### src/rtl/aes_job_arbiter_if.sv
// -----------------------------------------------------------------------------
// aes_job_arbiter_if
// Groups the requester handshakes and the shared AES core bus of the job
// arbiter into one bundle.
//   slave  : the arbiter (consumes requests and core results, drives grants,
//            responses and the core operands)
//   master : the environment (two requesters plus the AES core)
// Signals
//   REQ0/REQ1, KEY0/KEY1, MSG0/MSG1 : job requests and their operands
//   ACK0/ACK1                       : one-cycle grant pulses
//   RESP_VALID/RESP_ID/RESP_DATA/RESP_ERR : job completion report
//   BUSY                            : arbiter not idle
//   AES_START/AES_KEY/AES_MSG_ENC   : operands to the shared core
//   AES_DONE/AES_MSG_DEC            : core result
// -----------------------------------------------------------------------------
interface aes_job_arbiter_if;
  logic         REQ0;
  logic         REQ1;
  logic [127:0] KEY0;
  logic [127:0] KEY1;
  logic [127:0] MSG0;
  logic [127:0] MSG1;
  logic         ACK0;
  logic         ACK1;
  logic         RESP_VALID;
  logic         RESP_ID;
  logic [127:0] RESP_DATA;
  logic         RESP_ERR;
  logic         BUSY;
  logic         AES_START;
  logic [127:0] AES_KEY;
  logic [127:0] AES_MSG_ENC;
  logic         AES_DONE;
  logic [127:0] AES_MSG_DEC;

  modport slave (
    input  REQ0, REQ1, KEY0, KEY1, MSG0, MSG1, AES_DONE, AES_MSG_DEC,
    output ACK0, ACK1, RESP_VALID, RESP_ID, RESP_DATA, RESP_ERR, BUSY,
           AES_START, AES_KEY, AES_MSG_ENC
  );

  modport master (
    output REQ0, REQ1, KEY0, KEY1, MSG0, MSG1, AES_DONE, AES_MSG_DEC,
    input  ACK0, ACK1, RESP_VALID, RESP_ID, RESP_DATA, RESP_ERR, BUSY,
           AES_START, AES_KEY, AES_MSG_ENC
  );
endinterface

### src/rtl/aes_job_arbiter.sv
// -----------------------------------------------------------------------------
// aes_job_arbiter
// Shares one AES decryption core between two requesters. A round-robin
// pointer picks the winner, its key/ciphertext are captured and presented to
// the core, and the result (or a timeout error) is reported once per job.
// Ports
//   CLK   : system clock, rising edge
//   RESET : synchronous active-high reset
//   bus   : aes_job_arbiter_if.slave (requests, responses, AES core bus)
// Parameter
//   TIMEOUT : RUN cycles allowed before the job is aborted with RESP_ERR
// -----------------------------------------------------------------------------
module aes_job_arbiter #(
  parameter int unsigned TIMEOUT = 1024
) (
  input  logic              CLK,
  input  logic              RESET,
  aes_job_arbiter_if.slave  bus
);

  localparam int unsigned CW = (TIMEOUT > 1) ? $clog2(TIMEOUT) : 1;
  localparam logic [CW-1:0] CNT_LAST = CW'(TIMEOUT - 1);

  typedef enum logic [1:0] {
    ST_IDLE    = 2'd0,
    ST_LOAD    = 2'd1,
    ST_RUN     = 2'd2,
    ST_RELEASE = 2'd3
  } state_t;

  state_t        state_r;
  logic          last_r;
  logic          owner_r;
  logic [CW-1:0] cnt_r;
  logic          ack0_r;
  logic          ack1_r;
  logic          resp_valid_r;
  logic          resp_id_r;
  logic [127:0]  resp_data_r;
  logic          resp_err_r;
  logic          busy_r;
  logic          aes_start_r;
  logic [127:0]  aes_key_r;
  logic [127:0]  aes_msg_enc_r;
  logic          grant_s;

  // Round-robin pick: a lone request wins, a tie goes to the non-LAST side.
  always_comb begin
    grant_s = 1'b0;
    if (bus.REQ0 && bus.REQ1) begin
      grant_s = ~last_r;
    end else if (bus.REQ1) begin
      grant_s = 1'b1;
    end else begin
      grant_s = 1'b0;
    end
  end

  // Controller FSM with all outputs registered.
  always_ff @(posedge CLK) begin
    if (RESET) begin
      state_r       <= ST_IDLE;
      last_r        <= 1'b1;
      owner_r       <= 1'b0;
      cnt_r         <= '0;
      ack0_r        <= 1'b0;
      ack1_r        <= 1'b0;
      resp_valid_r  <= 1'b0;
      resp_id_r     <= 1'b0;
      resp_data_r   <= 128'd0;
      resp_err_r    <= 1'b0;
      busy_r        <= 1'b0;
      aes_start_r   <= 1'b0;
      aes_key_r     <= 128'd0;
      aes_msg_enc_r <= 128'd0;
    end else begin
      // Pulse outputs default low; only the owning state raises them.
      ack0_r       <= 1'b0;
      ack1_r       <= 1'b0;
      resp_valid_r <= 1'b0;
      case (state_r)
        ST_IDLE: begin
          if (bus.REQ0 || bus.REQ1) begin
            state_r       <= ST_LOAD;
            last_r        <= grant_s;
            owner_r       <= grant_s;
            aes_key_r     <= grant_s ? bus.KEY1 : bus.KEY0;
            aes_msg_enc_r <= grant_s ? bus.MSG1 : bus.MSG0;
            // ACK is set here so it is visible for exactly the LOAD cycle.
            ack0_r        <= ~grant_s;
            ack1_r        <= grant_s;
            busy_r        <= 1'b1;
          end else begin
            state_r <= ST_IDLE;
          end
        end
        ST_LOAD: begin
          state_r     <= ST_RUN;
          aes_start_r <= 1'b1;
          cnt_r       <= '0;
        end
        ST_RUN: begin
          // Completion is checked before the timeout so a coincident DONE wins.
          if (bus.AES_DONE) begin
            state_r      <= ST_RELEASE;
            aes_start_r  <= 1'b0;
            resp_valid_r <= 1'b1;
            resp_id_r    <= owner_r;
            resp_data_r  <= bus.AES_MSG_DEC;
            resp_err_r   <= 1'b0;
          end else if (cnt_r == CNT_LAST) begin
            state_r      <= ST_RELEASE;
            aes_start_r  <= 1'b0;
            resp_valid_r <= 1'b1;
            resp_id_r    <= owner_r;
            resp_data_r  <= 128'd0;
            resp_err_r   <= 1'b1;
          end else begin
            cnt_r <= cnt_r + 1'b1;
          end
        end
        ST_RELEASE: begin
          // Wait for the core to drop DONE so a stale result is never reused.
          if (!bus.AES_DONE) begin
            state_r <= ST_IDLE;
            busy_r  <= 1'b0;
          end else begin
            state_r <= ST_RELEASE;
          end
        end
        default: begin
          state_r     <= ST_IDLE;
          busy_r      <= 1'b0;
          aes_start_r <= 1'b0;
        end
      endcase
    end
  end

  assign bus.ACK0        = ack0_r;
  assign bus.ACK1        = ack1_r;
  assign bus.RESP_VALID  = resp_valid_r;
  assign bus.RESP_ID     = resp_id_r;
  assign bus.RESP_DATA   = resp_data_r;
  assign bus.RESP_ERR    = resp_err_r;
  assign bus.BUSY        = busy_r;
  assign bus.AES_START   = aes_start_r;
  assign bus.AES_KEY     = aes_key_r;
  assign bus.AES_MSG_ENC = aes_msg_enc_r;

endmodule
### src/flat_wrapper.sv
// flat-port wrapper written by rule: the top's interface ports become plain ports
module aes_job_arbiter_flat 
#(
  parameter int unsigned TIMEOUT = 1024
)
  (CLK, RESET, bus_REQ0, bus_REQ1, bus_KEY0, bus_KEY1, bus_MSG0, bus_MSG1, bus_AES_DONE, bus_AES_MSG_DEC, bus_ACK0, bus_ACK1, bus_RESP_VALID, bus_RESP_ID, bus_RESP_DATA, bus_RESP_ERR, bus_BUSY, bus_AES_START, bus_AES_KEY, bus_AES_MSG_ENC);
  aes_job_arbiter_if bus_i ();
  input  logic CLK;
  input  logic RESET;
  input wire logic [$bits(bus_i.REQ0)-1:0] bus_REQ0;
  input wire logic [$bits(bus_i.REQ1)-1:0] bus_REQ1;
  input wire logic [$bits(bus_i.KEY0)-1:0] bus_KEY0;
  input wire logic [$bits(bus_i.KEY1)-1:0] bus_KEY1;
  input wire logic [$bits(bus_i.MSG0)-1:0] bus_MSG0;
  input wire logic [$bits(bus_i.MSG1)-1:0] bus_MSG1;
  input wire logic [$bits(bus_i.AES_DONE)-1:0] bus_AES_DONE;
  input wire logic [$bits(bus_i.AES_MSG_DEC)-1:0] bus_AES_MSG_DEC;
  output wire logic [$bits(bus_i.ACK0)-1:0] bus_ACK0;
  output wire logic [$bits(bus_i.ACK1)-1:0] bus_ACK1;
  output wire logic [$bits(bus_i.RESP_VALID)-1:0] bus_RESP_VALID;
  output wire logic [$bits(bus_i.RESP_ID)-1:0] bus_RESP_ID;
  output wire logic [$bits(bus_i.RESP_DATA)-1:0] bus_RESP_DATA;
  output wire logic [$bits(bus_i.RESP_ERR)-1:0] bus_RESP_ERR;
  output wire logic [$bits(bus_i.BUSY)-1:0] bus_BUSY;
  output wire logic [$bits(bus_i.AES_START)-1:0] bus_AES_START;
  output wire logic [$bits(bus_i.AES_KEY)-1:0] bus_AES_KEY;
  output wire logic [$bits(bus_i.AES_MSG_ENC)-1:0] bus_AES_MSG_ENC;
  assign bus_i.REQ0 = bus_REQ0;
  assign bus_i.REQ1 = bus_REQ1;
  assign bus_i.KEY0 = bus_KEY0;
  assign bus_i.KEY1 = bus_KEY1;
  assign bus_i.MSG0 = bus_MSG0;
  assign bus_i.MSG1 = bus_MSG1;
  assign bus_i.AES_DONE = bus_AES_DONE;
  assign bus_i.AES_MSG_DEC = bus_AES_MSG_DEC;
  assign bus_ACK0 = bus_i.ACK0;
  assign bus_ACK1 = bus_i.ACK1;
  assign bus_RESP_VALID = bus_i.RESP_VALID;
  assign bus_RESP_ID = bus_i.RESP_ID;
  assign bus_RESP_DATA = bus_i.RESP_DATA;
  assign bus_RESP_ERR = bus_i.RESP_ERR;
  assign bus_BUSY = bus_i.BUSY;
  assign bus_AES_START = bus_i.AES_START;
  assign bus_AES_KEY = bus_i.AES_KEY;
  assign bus_AES_MSG_ENC = bus_i.AES_MSG_ENC;
  aes_job_arbiter #(.TIMEOUT(TIMEOUT)) u_core (.CLK(CLK), .RESET(RESET), .bus(bus_i));
endmodule
### config.mk
export PLATFORM = sky130hd
export DESIGN_NAME = aes_job_arbiter_flat
export DESIGN_NICKNAME = d
export VERILOG_FILES = /design/src/rtl/aes_job_arbiter_if.sv /design/src/rtl/aes_job_arbiter.sv /design/src/flat_wrapper.sv
export SDC_FILE = /design/constraint.sdc
export NUM_CORES = 1
export LEC_CHECK = 0
export ABC_AREA = 1
export BUFFER_PORTS_ARGS = -buffer_cell sky130_fd_sc_hd__buf_2
export CAP_MARGIN = 10
export CORE_AREA = 5 5 404 406
export CTS_CLUSTER_SIZE = 16
export DETAILED_ROUTE_END_ITERATION = 12
export DIE_AREA = 0 0 409 411
export PLACE_DENSITY_LB_ADDON = 0.3
export SLEW_MARGIN = 20
export SYNTH_ARGS = -nofsm -noshare
export SYNTH_HDL_FRONTEND = slang
export SYNTH_SLANG_ARGS = --single-unit
### constraint.sdc
create_clock -name CLK -period 1.95 [get_ports CLK]
set_clock_uncertainty 0.15 [all_clocks]
set_input_delay 0 -clock CLK [delete_from_list [all_inputs] [get_ports CLK]]
set_output_delay 0 -clock CLK [all_outputs]
set_load 0.01 [all_outputs]
==> reports/results.ini <==
[outcome]
status=completed

[clock_network]
clkTransAtPathRegs_ns=0.06
cts-root-buf=clkbuf_16
cts_tree=built
insertion_delay_ns=0.66
clk_path_buf_depth=3
htree_levels=2
clock_sinks=405
numCtsBuffers=51

[synthesis]
yosys_warnings=0
synth_cell_type_count=27
syn_area_per_cell_um2=7.71
synthArstFlopShare=0
synth_nets=2787
synth_most_common_cell=nand2_1
synthFlopType=dfxtp_1
yosysSeqAreaShare=0.492
yosys.area.top_type=dfxtp_1
synth_edf_count=0
synth_common_cells=746 x nand2_1, 405 x dfxtp_1, 256 x a31oi_1
syn_area_um2=16500
synthTopCellsByArea=dfxtp_1 49%, nand2_1 17%, a31oi_1 9.7%
yosysTopAreaCellShare=0.492
ys_ff_latch=405
syn-instance-count=2136

[pwr]
power_density_nw_per_um2=827
leakage_uw=0.0161
ir_worst_vdd_v=0.000587
finalPower_uw=30400

[critical_path]
reg2regPathDepth=9
r2r_start=u_core.state_r[1]
worstSetupEndpoint=u_core.bus.AES_KEY[122]
crit_path_start=u_core.state_r[1]
path_max_fanout=34
critical_path_class=flop to flop
timing.rr.end=u_core.bus.AES_KEY[122]
end_kind=flop
ff2ff_setup_slack_ns=0.05
critPathRequiredTime_ns=2.31
startpoint_type=flop
cp.arrival_ns=2.26

[place]
gp_congestion=0.923
port_buffers=1035
dpl.hpwl_mm=90.7
dp_cells=5158

[sta]
setup-violations-final=0
max-slew-margin-rel=0.476
hold_viol_final=0
grt_setup_unrepaired=yes
period_minus_slack_ns=1.90
fmax_mhz=526
fin_crit_sh=0.974
slew_violations=0
hold_ws_ns=0.0498
worstMarginPinSlew_ns=0.785
fin_tns_setup_ns=0

[finish]
drive_above_1_share=0.328
final_cells=6287
area_growth_pct=123
n_fill_cell=17274
final_nets=4791

[global_routing]
grt_max_degree=109
grt_pass1_wl_mm=169
grtUsageTotal=0.135
grt-ovfl-total=0
first_global_vias=24248
antenna_found_initial=31

[die]
rows=147
die-area_um2=168000
fp.dieH_um=411
coreArea_um2=159000
pin_count=1036
die_x_um=409
start_util=0.103

[route]
drtAntennaViolNets=0
routedWlPerCell_um=20.1
avgViaCountPerCell=3.85
num_vias=24196
first_iter_violations=1880
postRouteWirelength_mm=126
drc_errors=0
firstDrtPassIters=8

[job]
max_cap_viol_count=0

[hold_path]
hold_class=primary input to flop

flip-flops by register name (all words and copies together) (netlist names):
signal	flops
u_core.bus.ACK0	1
u_core.bus.ACK1	1
u_core.bus.AES_KEY	128
u_core.bus.AES_MSG_ENC	128
u_core.bus.AES_START	1
u_core.bus.BUSY	1
u_core.bus.RESP_DATA	128
u_core.bus.RESP_ERR	1
u_core.bus.RESP_ID	1
u_core.bus.RESP_VALID	1
u_core.cnt_r	10
u_core.last_r	1
u_core.owner_r	1
u_core.state_r	2
critical path, stage by stage, from the launching register on:
cell	delay [ns]
dfxtp_2	0.33
inv_2	0.08
ha_4	0.14
inv_2	0.04
nor2_4	0.13
buf_12	0.15
buf_12	0.12
clkbuf_16	0.19
clkbuf_16	0.26
a31oi_1	0.12
stage by stage:
step                 util  setup WS [ns]  area, um2
floorplan               -          0.216      16500
global placement    0.153         0.0116      24400
detailed placement  0.153        0.00412      24400
CTS                 0.226       0.000175      36100
global route        0.230        -0.0225      36700
finish              0.231         0.0503      36800
area by class of cell:
cell class	instances	area (um2)	area share
timing repair buffer	2135	16700	0.454
sequential	405	8110	0.221
multi-input combinational	1523	7450	0.203
clock buffer	81	1520	0.0413
tap	2086	2610	0.0710
inverter	24	126	0.00344
clock inverter	15	210	0.00572
antenna	18	45.0	0.00123
routing by layer:
layer	track usage	vias up	wire length (um)	share of wire
met5	0	-	25	0.00020
met4	0.0469	4	4200	0.033
met1	0.156	11465	49600	0.39
met2	0.221	1183	58600	0.46
li1	-	11287	-	-
met3	0.0591	257	13800	0.11
power breakdown:
group | internal (uW) | leakage, uW | total (uW) | switching [uW]
Sequential | 9550 | 0.00333 | 10300 | 799
Combinational | 4520 | 0.0119 | 10200 | 5680
Clock | 5650 | 0.000841 | 9830 | 4180
Total | 19700 | 0.0161 | 30400 | 10700
placed cells by master, fill, tap and decap left out, types with 17 or more instances in the layout:
master,Yosys,routed
buf_2,111,1034
buf_12,0,25
dlygate4sd3_1,0,987
dfxtp_1,405,402
a21oi_1,80,80
nand2_2,63,63
a21oi_2,60,60
o21ai_0,206,200
buf_4,1,57
diode_2,0,18
a31oi_1,256,255
nor2_1,20,20
nand2_1,746,743
clkbuf_16,0,64
clkbuf_1,65,17
o21ai_1,59,65
how the worst min path moves through the flow:
stage	slack [ns]	from	to	depth (start not counted)
3_5_place_dp	0.11	bus_AES_MSG_DEC[75]	u_core.bus.RESP_DATA[75]	3
3_3_place_gp	0.10	bus_AES_MSG_DEC[99]	u_core.bus.RESP_DATA[99]	3
2_1_floorplan	-0.002	bus_AES_MSG_DEC[127]	u_core.bus.RESP_DATA[127]	2
4_1_cts	0.00008	bus_MSG0[32]	u_core.bus.AES_MSG_ENC[32]	4
6_report	0.05	bus_MSG1[5]	u_core.bus.AES_MSG_ENC[5]	4
5_1_grt	0.02	bus_MSG1[5]	u_core.bus.AES_MSG_ENC[5]	4
cells by family after synthesis:
group                      Yosys count  synth area share
buffers and inverters              211            0.0613
AOI/OAI and AO/OA                  666             0.236
and+or+nand+nor                    847             0.205
DFF                                405             0.492
adders and majority gates            6           0.00456
xor gates and xnor gates             1          0.000532
repair_timing:
action	CTS	global route
setup buffers	0	11
hold buffers	987	1
endpoints found under the hold margin	405	2
pin swaps	1	5
endpoints found under the setup margin	10	240
gates cloned	1	16
gates resized for setup	3	48
Power figures use the tool's default switching activity.
